### src/rtl/ex_muldiv_seq_pkg.sv
// Shared constants and types for the RV32M multiply/divide sequencer.
package ex_muldiv_seq_pkg;
  localparam int MD_XLEN = 32;

  typedef enum logic [2:0] {
    MDOP_MUL    = 3'd0,
    MDOP_MULH   = 3'd1,
    MDOP_MULHSU = 3'd2,
    MDOP_MULHU  = 3'd3,
    MDOP_DIV    = 3'd4,
    MDOP_DIVU   = 3'd5,
    MDOP_REM    = 3'd6,
    MDOP_REMU   = 3'd7
  } mdop_e;

  typedef enum logic [1:0] {
    MDST_IDLE = 2'd0,
    MDST_CALC = 2'd1,
    MDST_FIX  = 2'd2,
    MDST_DONE = 2'd3
  } mdst_e;

  function automatic logic mdop_is_div(mdop_e op);
    return op[2];
  endfunction
endpackage

### src/rtl/ex_muldiv_seq_if.sv
// Execute-stage handshake between decode/mem control and the muldiv sequencer.
interface ex_muldiv_seq_if;
  import ex_muldiv_seq_pkg::*;
  logic               md_start;
  logic [2:0]         md_op;
  logic [MD_XLEN-1:0] md_rs1;
  logic [MD_XLEN-1:0] md_rs2;
  logic               md_kill;
  logic               mem_stall;
  logic               md_busy;
  logic               md_done;
  logic [MD_XLEN-1:0] md_result;

  modport master (
    output md_start, md_op, md_rs1, md_rs2, md_kill, mem_stall,
    input  md_busy, md_done, md_result
  );
  modport slave (
    input  md_start, md_op, md_rs1, md_rs2, md_kill, mem_stall,
    output md_busy, md_done, md_result
  );
endinterface

### src/rtl/muldiv_iter.sv
// Shared shift-add / restoring shift-subtract step on a 64-bit {hi, lo} register.
module muldiv_iter #(
  parameter int XLEN = 32
) (
  input  logic            clk,
  input  logic            reset,
  input  logic            init,
  input  logic            step,
  input  logic            is_div,
  input  logic [XLEN-1:0] op_a,
  input  logic [XLEN-1:0] op_b,
  output logic [XLEN-1:0] hi,
  output logic [XLEN-1:0] lo
);
  logic [XLEN-1:0] b_q;
  logic [XLEN:0]   sum;
  logic [XLEN:0]   part;
  logic [XLEN:0]   diff;
  logic            ge;

  assign sum  = {1'b0, hi} + (lo[0] ? {1'b0, b_q} : '0);
  assign part = {hi, lo[XLEN-1]};
  assign diff = part - {1'b0, b_q};
  // A set top bit in part means part already exceeds any 32-bit divisor.
  assign ge   = part[XLEN] | ~diff[XLEN];

  always_ff @(posedge clk or posedge reset) begin
    if (reset) begin
      hi  <= '0;
      lo  <= '0;
      b_q <= '0;
    end else if (init) begin
      hi  <= '0;
      lo  <= op_a;
      b_q <= op_b;
    end else if (step) begin
      if (is_div) begin
        hi <= ge ? diff[XLEN-1:0] : part[XLEN-1:0];
        lo <= {lo[XLEN-2:0], ge};
      end else begin
        hi <= sum[XLEN:1];
        lo <= {sum[0], lo[XLEN-1:1]};
      end
    end
  end
endmodule

### src/rtl/ex_muldiv_seq.sv
// RV32M multiply/divide sequencer: FSM, counter, sign handling and div fast path.
module ex_muldiv_seq
  import ex_muldiv_seq_pkg::*;
#(
  parameter int XLEN = 32
) (
  input logic clk,
  input logic reset,
  ex_muldiv_seq_if.slave md
);
  mdst_e           state;
  mdop_e           op_q;
  logic [4:0]      count;
  logic            neg_q;
  logic            done_q;
  logic [XLEN-1:0] result_q;
  logic [XLEN-1:0] hi, lo;

  mdop_e           op_in;
  logic            a_neg, b_neg, neg_in;
  logic [XLEN-1:0] a_abs, b_abs;
  logic            div_zero, div_ovf, fast;
  logic [XLEN-1:0] fast_res;
  logic            accept;

  assign op_in  = mdop_e'(md.md_op);
  assign a_neg  = (op_in inside {MDOP_MULH, MDOP_MULHSU, MDOP_DIV, MDOP_REM}) & md.md_rs1[XLEN-1];
  assign b_neg  = (op_in inside {MDOP_MULH, MDOP_DIV, MDOP_REM}) & md.md_rs2[XLEN-1];
  assign a_abs  = a_neg ? -md.md_rs1 : md.md_rs1;
  assign b_abs  = b_neg ? -md.md_rs2 : md.md_rs2;
  assign neg_in = (op_in == MDOP_REM) ? a_neg : (a_neg ^ b_neg);

  assign div_zero = mdop_is_div(op_in) & (md.md_rs2 == '0);
  assign div_ovf  = (op_in inside {MDOP_DIV, MDOP_REM}) &
                    (md.md_rs1 == {1'b1, {(XLEN-1){1'b0}}}) & (md.md_rs2 == '1);
  assign fast     = div_zero | div_ovf;
  // Overflow DIV returns rs1 itself (the most negative value); REM returns 0.
  assign fast_res = div_zero ? ((op_in inside {MDOP_DIV, MDOP_DIVU}) ? '1 : md.md_rs1)
                             : ((op_in == MDOP_DIV) ? md.md_rs1 : '0);
  assign accept   = (state == MDST_IDLE) & md.md_start & ~md.md_kill;

  muldiv_iter #(.XLEN(XLEN)) u_iter (
    .clk    (clk),
    .reset  (reset),
    .init   (accept & ~fast),
    .step   (state == MDST_CALC),
    .is_div (mdop_is_div(op_q)),
    .op_a   (a_abs),
    .op_b   (b_abs),
    .hi     (hi),
    .lo     (lo)
  );

  logic [2*XLEN-1:0] prod_s;
  logic [XLEN-1:0]   div_sel, div_s, fix_res;

  assign prod_s  = neg_q ? -{hi, lo} : {hi, lo};
  assign div_sel = (op_q inside {MDOP_DIV, MDOP_DIVU}) ? lo : hi;
  assign div_s   = neg_q ? -div_sel : div_sel;
  assign fix_res = mdop_is_div(op_q) ? div_s :
                   (op_q == MDOP_MUL) ? prod_s[XLEN-1:0] : prod_s[2*XLEN-1:XLEN];

  always_ff @(posedge clk or posedge reset) begin
    if (reset) begin
      state    <= MDST_IDLE;
      op_q     <= MDOP_MUL;
      count    <= '0;
      neg_q    <= 1'b0;
      done_q   <= 1'b0;
      result_q <= '0;
    end else if (md.md_kill) begin
      state  <= MDST_IDLE;
      done_q <= 1'b0;
    end else begin
      case (state)
        MDST_IDLE: if (md.md_start) begin
          op_q  <= op_in;
          neg_q <= neg_in;
          count <= '0;
          if (fast) begin
            result_q <= fast_res;
            done_q   <= 1'b1;
            state    <= MDST_DONE;
          end else begin
            state <= MDST_CALC;
          end
        end
        MDST_CALC: begin
          count <= count + 5'd1;
          if (count == 5'd31) state <= MDST_FIX;
        end
        MDST_FIX: begin
          result_q <= fix_res;
          done_q   <= 1'b1;
          state    <= MDST_DONE;
        end
        MDST_DONE: if (!md.mem_stall) begin
          done_q <= 1'b0;
          state  <= MDST_IDLE;
        end
      endcase
    end
  end

  assign md.md_busy   = ((state == MDST_IDLE) & md.md_start) | (state == MDST_CALC) |
                        (state == MDST_FIX) | ((state == MDST_DONE) & md.mem_stall);
  assign md.md_done   = done_q;
  assign md.md_result = result_q;
endmodule

### src/flat_wrapper.sv
// flat-port wrapper written by rule: the top's interface ports become plain ports
module ex_muldiv_seq_flat import ex_muldiv_seq_pkg::*;
#(
  parameter int XLEN = 32
)
  (clk, reset, md_md_start, md_md_op, md_md_rs1, md_md_rs2, md_md_kill, md_mem_stall, md_md_busy, md_md_done, md_md_result);
  ex_muldiv_seq_if md_i ();
  input logic clk;
  input logic reset;
  input wire logic [$bits(md_i.md_start)-1:0] md_md_start;
  input wire logic [$bits(md_i.md_op)-1:0] md_md_op;
  input wire logic [$bits(md_i.md_rs1)-1:0] md_md_rs1;
  input wire logic [$bits(md_i.md_rs2)-1:0] md_md_rs2;
  input wire logic [$bits(md_i.md_kill)-1:0] md_md_kill;
  input wire logic [$bits(md_i.mem_stall)-1:0] md_mem_stall;
  output wire logic [$bits(md_i.md_busy)-1:0] md_md_busy;
  output wire logic [$bits(md_i.md_done)-1:0] md_md_done;
  output wire logic [$bits(md_i.md_result)-1:0] md_md_result;
  assign md_i.md_start = md_md_start;
  assign md_i.md_op = md_md_op;
  assign md_i.md_rs1 = md_md_rs1;
  assign md_i.md_rs2 = md_md_rs2;
  assign md_i.md_kill = md_md_kill;
  assign md_i.mem_stall = md_mem_stall;
  assign md_md_busy = md_i.md_busy;
  assign md_md_done = md_i.md_done;
  assign md_md_result = md_i.md_result;
  ex_muldiv_seq #(.XLEN(XLEN)) u_core (.clk(clk), .reset(reset), .md(md_i));
endmodule
### config.mk
export PLATFORM = sky130hd
export DESIGN_NAME = ex_muldiv_seq_flat
export DESIGN_NICKNAME = d
export VERILOG_FILES = /design/src/rtl/ex_muldiv_seq_pkg.sv /design/src/rtl/ex_muldiv_seq_if.sv /design/src/rtl/muldiv_iter.sv /design/src/rtl/ex_muldiv_seq.sv /design/src/flat_wrapper.sv
export SDC_FILE = /design/constraint.sdc
export NUM_CORES = 1
export LEC_CHECK = 0
export CAP_MARGIN = 20
export CORE_MARGIN = 10
export CORE_UTILIZATION = 35
export CTS_CLUSTER_SIZE = 14
export DETAILED_ROUTE_END_ITERATION = 10
export SYNTH_ARGS = -nofsm -noshare
export SYNTH_HDL_FRONTEND = slang
export SYNTH_SLANG_ARGS = --single-unit
### constraint.sdc
create_clock -name clk -period 5 [get_ports clk]
set_input_delay 1 -clock clk [delete_from_list [all_inputs] [get_ports clk]]
set_output_delay 1 -clock clk [all_outputs]
set_load 0.01 [all_outputs]
==> flow_summary.ini <==
[power_and_ir_drop]
ir_worst_vdd_mv = 0.317
p_per_area_nw_per_um2 = 753
p_leak_nw = 7.12

[clock_network]
cts_buffers = 17
htree_levels = 4
post_cts_buffers = 0
cts_root_buf = clkbuf_16
cts_tree = built
insertion_delay_ns = 0.46
cts_hold_buf = 0
clk_path_buf_depth = 2
cts_resized = 0
path_clk_slew_ns = 0.07
clkSinkCount = 140

[synthesis]
avgSynthCellArea_um2 = 7.33
ys.flop_type = dfrtp_1
yosys.area_share.simple_pct = 21.7
async_reset_ff_share_pct = 100
synth_nets = 2226
synth-seq-cells = 140
synth.cell_area_um2 = 15200
synth.area.mux_share_pct = 5.88
yosys_warnings = 0
yosysUniqueCellTypes = 81
synth_top_family_by_area = compound AO/OA/AOI/OAI gates
ys_seq_area_share_pct = 23.0
synth_edf_count = 0
synthCells = 2077
synthXorXnorAreaFrac_pct = 9.04
synth_compound_area_share_pct = 28.0
synth_fa_ha_area_share_pct = 6.43

[setup_path]
cpLargestDelayFamily = simple AND/OR/NAND/NOR gates
slowest_delay_ns = 0.58
required_ns = 5.37
slowest_stage = or4_4
path_buf_inv = 1
crit_chain = clkinv_1 > ha_1 > or3b_1 > nor3_2 > nand4_1 > or4_4 > or3_4 > o21ai_1 > o2bb2ai_1 > a211oi_1 > a2111oi_0 > a21oi_1
cp_max_fo = 18
crit_path_start_kind = register
cp-end-kind = register
critPathArrivalTime_ns = 4.60
crit_type = reg -> reg

[timing]
slew_violations = 0
min_period_over_period_pct = 84.5
hold_viol = 0
finClkSkew_ns = 0.0168
slew_headroom_pct = 28.3
max_freq_ghz = 0.237
tightest_slew_ns = 1.08
finalCriticalPeriod_ns = 4.23
setup_viol_count_final = 0
tns_ns = 0
rsz0062_at_grt = no

[cells_and_area]
multi_input_area_um2 = 10800
most-common-layout-cells = nand2_1, nor2_1, a21oi_1
drive_gt1_share_pct = 5.88
layout_commonest_cell = nand2_1
final_area_um2 = 17400
nets = 2244
syn_to_final_growth_pct = 14.7
seq_area_um2 = 3510
fillerInstances = 4485

[detailed_routing]
antenna_left = 0
routedWlPerCell_um = 21.4
dr.first_iter.drc_count = 1667
remaining_drc_errors = 0
drt-total-wl_um = 57700
firstDrtPassIters = 5
post_drt_via_cell_ratio = 6.01
via_count = 16200

[grt]
use_met2_pct = 33.6
met3_usage_pct = 3.83
grt_pass1_wl_um = 89900
busiest_layer = met2
grt_max_degree = 147
grt_pass1_vias = 15400
gr-total-overflow = 0
grtUsageMet1_pct = 28.6
antenna_found_initial = 2
gr-usage-all-layers_pct = 21.3

[floorplanning]
initial_core_util_pct = 35.4
io-pin-count = 106
die_area_um2 = 52200
die-height_um = 228
rows = 76
coreArea_um2 = 43000
die_w_um = 228

[place]
gp_congestion = 0.944
post-dp-hpwl_um = 42500
port_buffers = 105
place_area_um2 = 16800

[hold_path]
hp-class = reg -> reg

[run_status]
status = complete, no violations

[job]
maxCapViolCount = 0
-- cell families after synthesis --
kind of cell	count (synthesis)
muxes	88
DFF	140
xor gates and xnor gates	157
and+or+nand+nor	704
buffers and inverters	233
adders and majority gates	77
AOI/OAI and AO/OA	678
-- synthesized netlist by cell type (18+ instances only) --
cell type	count	area (um2)
nor2_1	208	781
or3_1	19	119
xor2_1	66	578
dfrtp_1	140	3500
a31oi_1	30	188
a211oi_1	46	345
nand2b_1	18	113
a21o_1	26	195
nor3_1	57	285
o211ai_1	28	210
inv_1	75	282
a21oi_1	201	1010
nand3_1	52	260
clkbuf_1	127	477
o21ai_0	172	861
o31ai_1	32	240
nor4_1	21	131
ha_1	75	938
mux2i_1	77	771
nand4_1	25	156
nand2_1	227	852
xnor2_1	91	797
-- worst reg2reg max path, delay by kind of cell (launching register included) --
family | cells | cell delay, ns
and+or+nand+nor | 5 | 2.12
adders and majority gates | 1 | 0.25
buffers and inverters | 1 | 0.39
AOI/OAI and AO/OA | 5 | 0.89
DFF | 1 | 0.48
-- per-stage QoR --
step	worst slack (ns)	utilization [%]	power (mW)	cells	hold WS, ns
floorplan	0.247	-	8.97	2077	0.470
global placement	0.627	39.1	11.4	2661	0.470
detailed placement	0.532	39.1	11.5	2661	0.482
CTS	0.783	40.6	13.0	2693	0.496
global route	0.436	40.6	14.2	2695	0.515
finish	0.775	40.6	13.1	2696	0.494
-- routing by layer --
metal	share of wire [%]	vias up
li1	-	7584
met5	0	-
met3	7.5	119
met1	44	7760
met2	45	744
met4	3.1	0
-- flip-flops by register name, indices dropped and copies added, names as in the netlist --
register / cells
u_core.count: 5
u_core.md.md_done: 1
u_core.md.md_result: 32
u_core.neg_q: 1
u_core.op_q: 3
u_core.state: 2
u_core.u_iter.b_q: 32
u_core.u_iter.hi: 32
u_core.u_iter.lo: 32
-- final timing paths --
kind | start | to | slack, ns | cells past startpoint
max | u_core.u_iter.lo[0] | u_core.md.md_result[20] | 0.77 | 12
min | u_core.md.md_result[27] | u_core.md.md_result[27] | 0.49 | 2
max reg2reg | u_core.u_iter.lo[0] | u_core.md.md_result[20] | 0.77 | 12
min reg2reg | u_core.md.md_result[27] | u_core.md.md_result[27] | 0.49 | 2
max in group asynchronous | reset | u_core.u_iter.lo[1] | 3.13 | 3
min in group asynchronous | reset | u_core.md.md_result[20] | 1.07 | 2
-- layout make-up --
type                            count  area share (%)
Inverter                           78            1.71
Sequential cell                   140            20.1
Timing Repair Buffer              154            8.35
Clock buffer                       20            2.62
Multi-Input combinational cell   1704            62.1
Tap cell                          585            4.19
Clock inverter                     12           0.918
Antenna cell                        3          0.0430
-- power by group --
group / internal [mW] / leakage [nW] / switching [mW]
registers: 1.66 / 1.77 / 0.992
clock network: 0.816 / 0.301 / 0.567
logic: 3.62 / 5.05 / 5.48
Note: power is estimated with default switching activity, not from simulation.
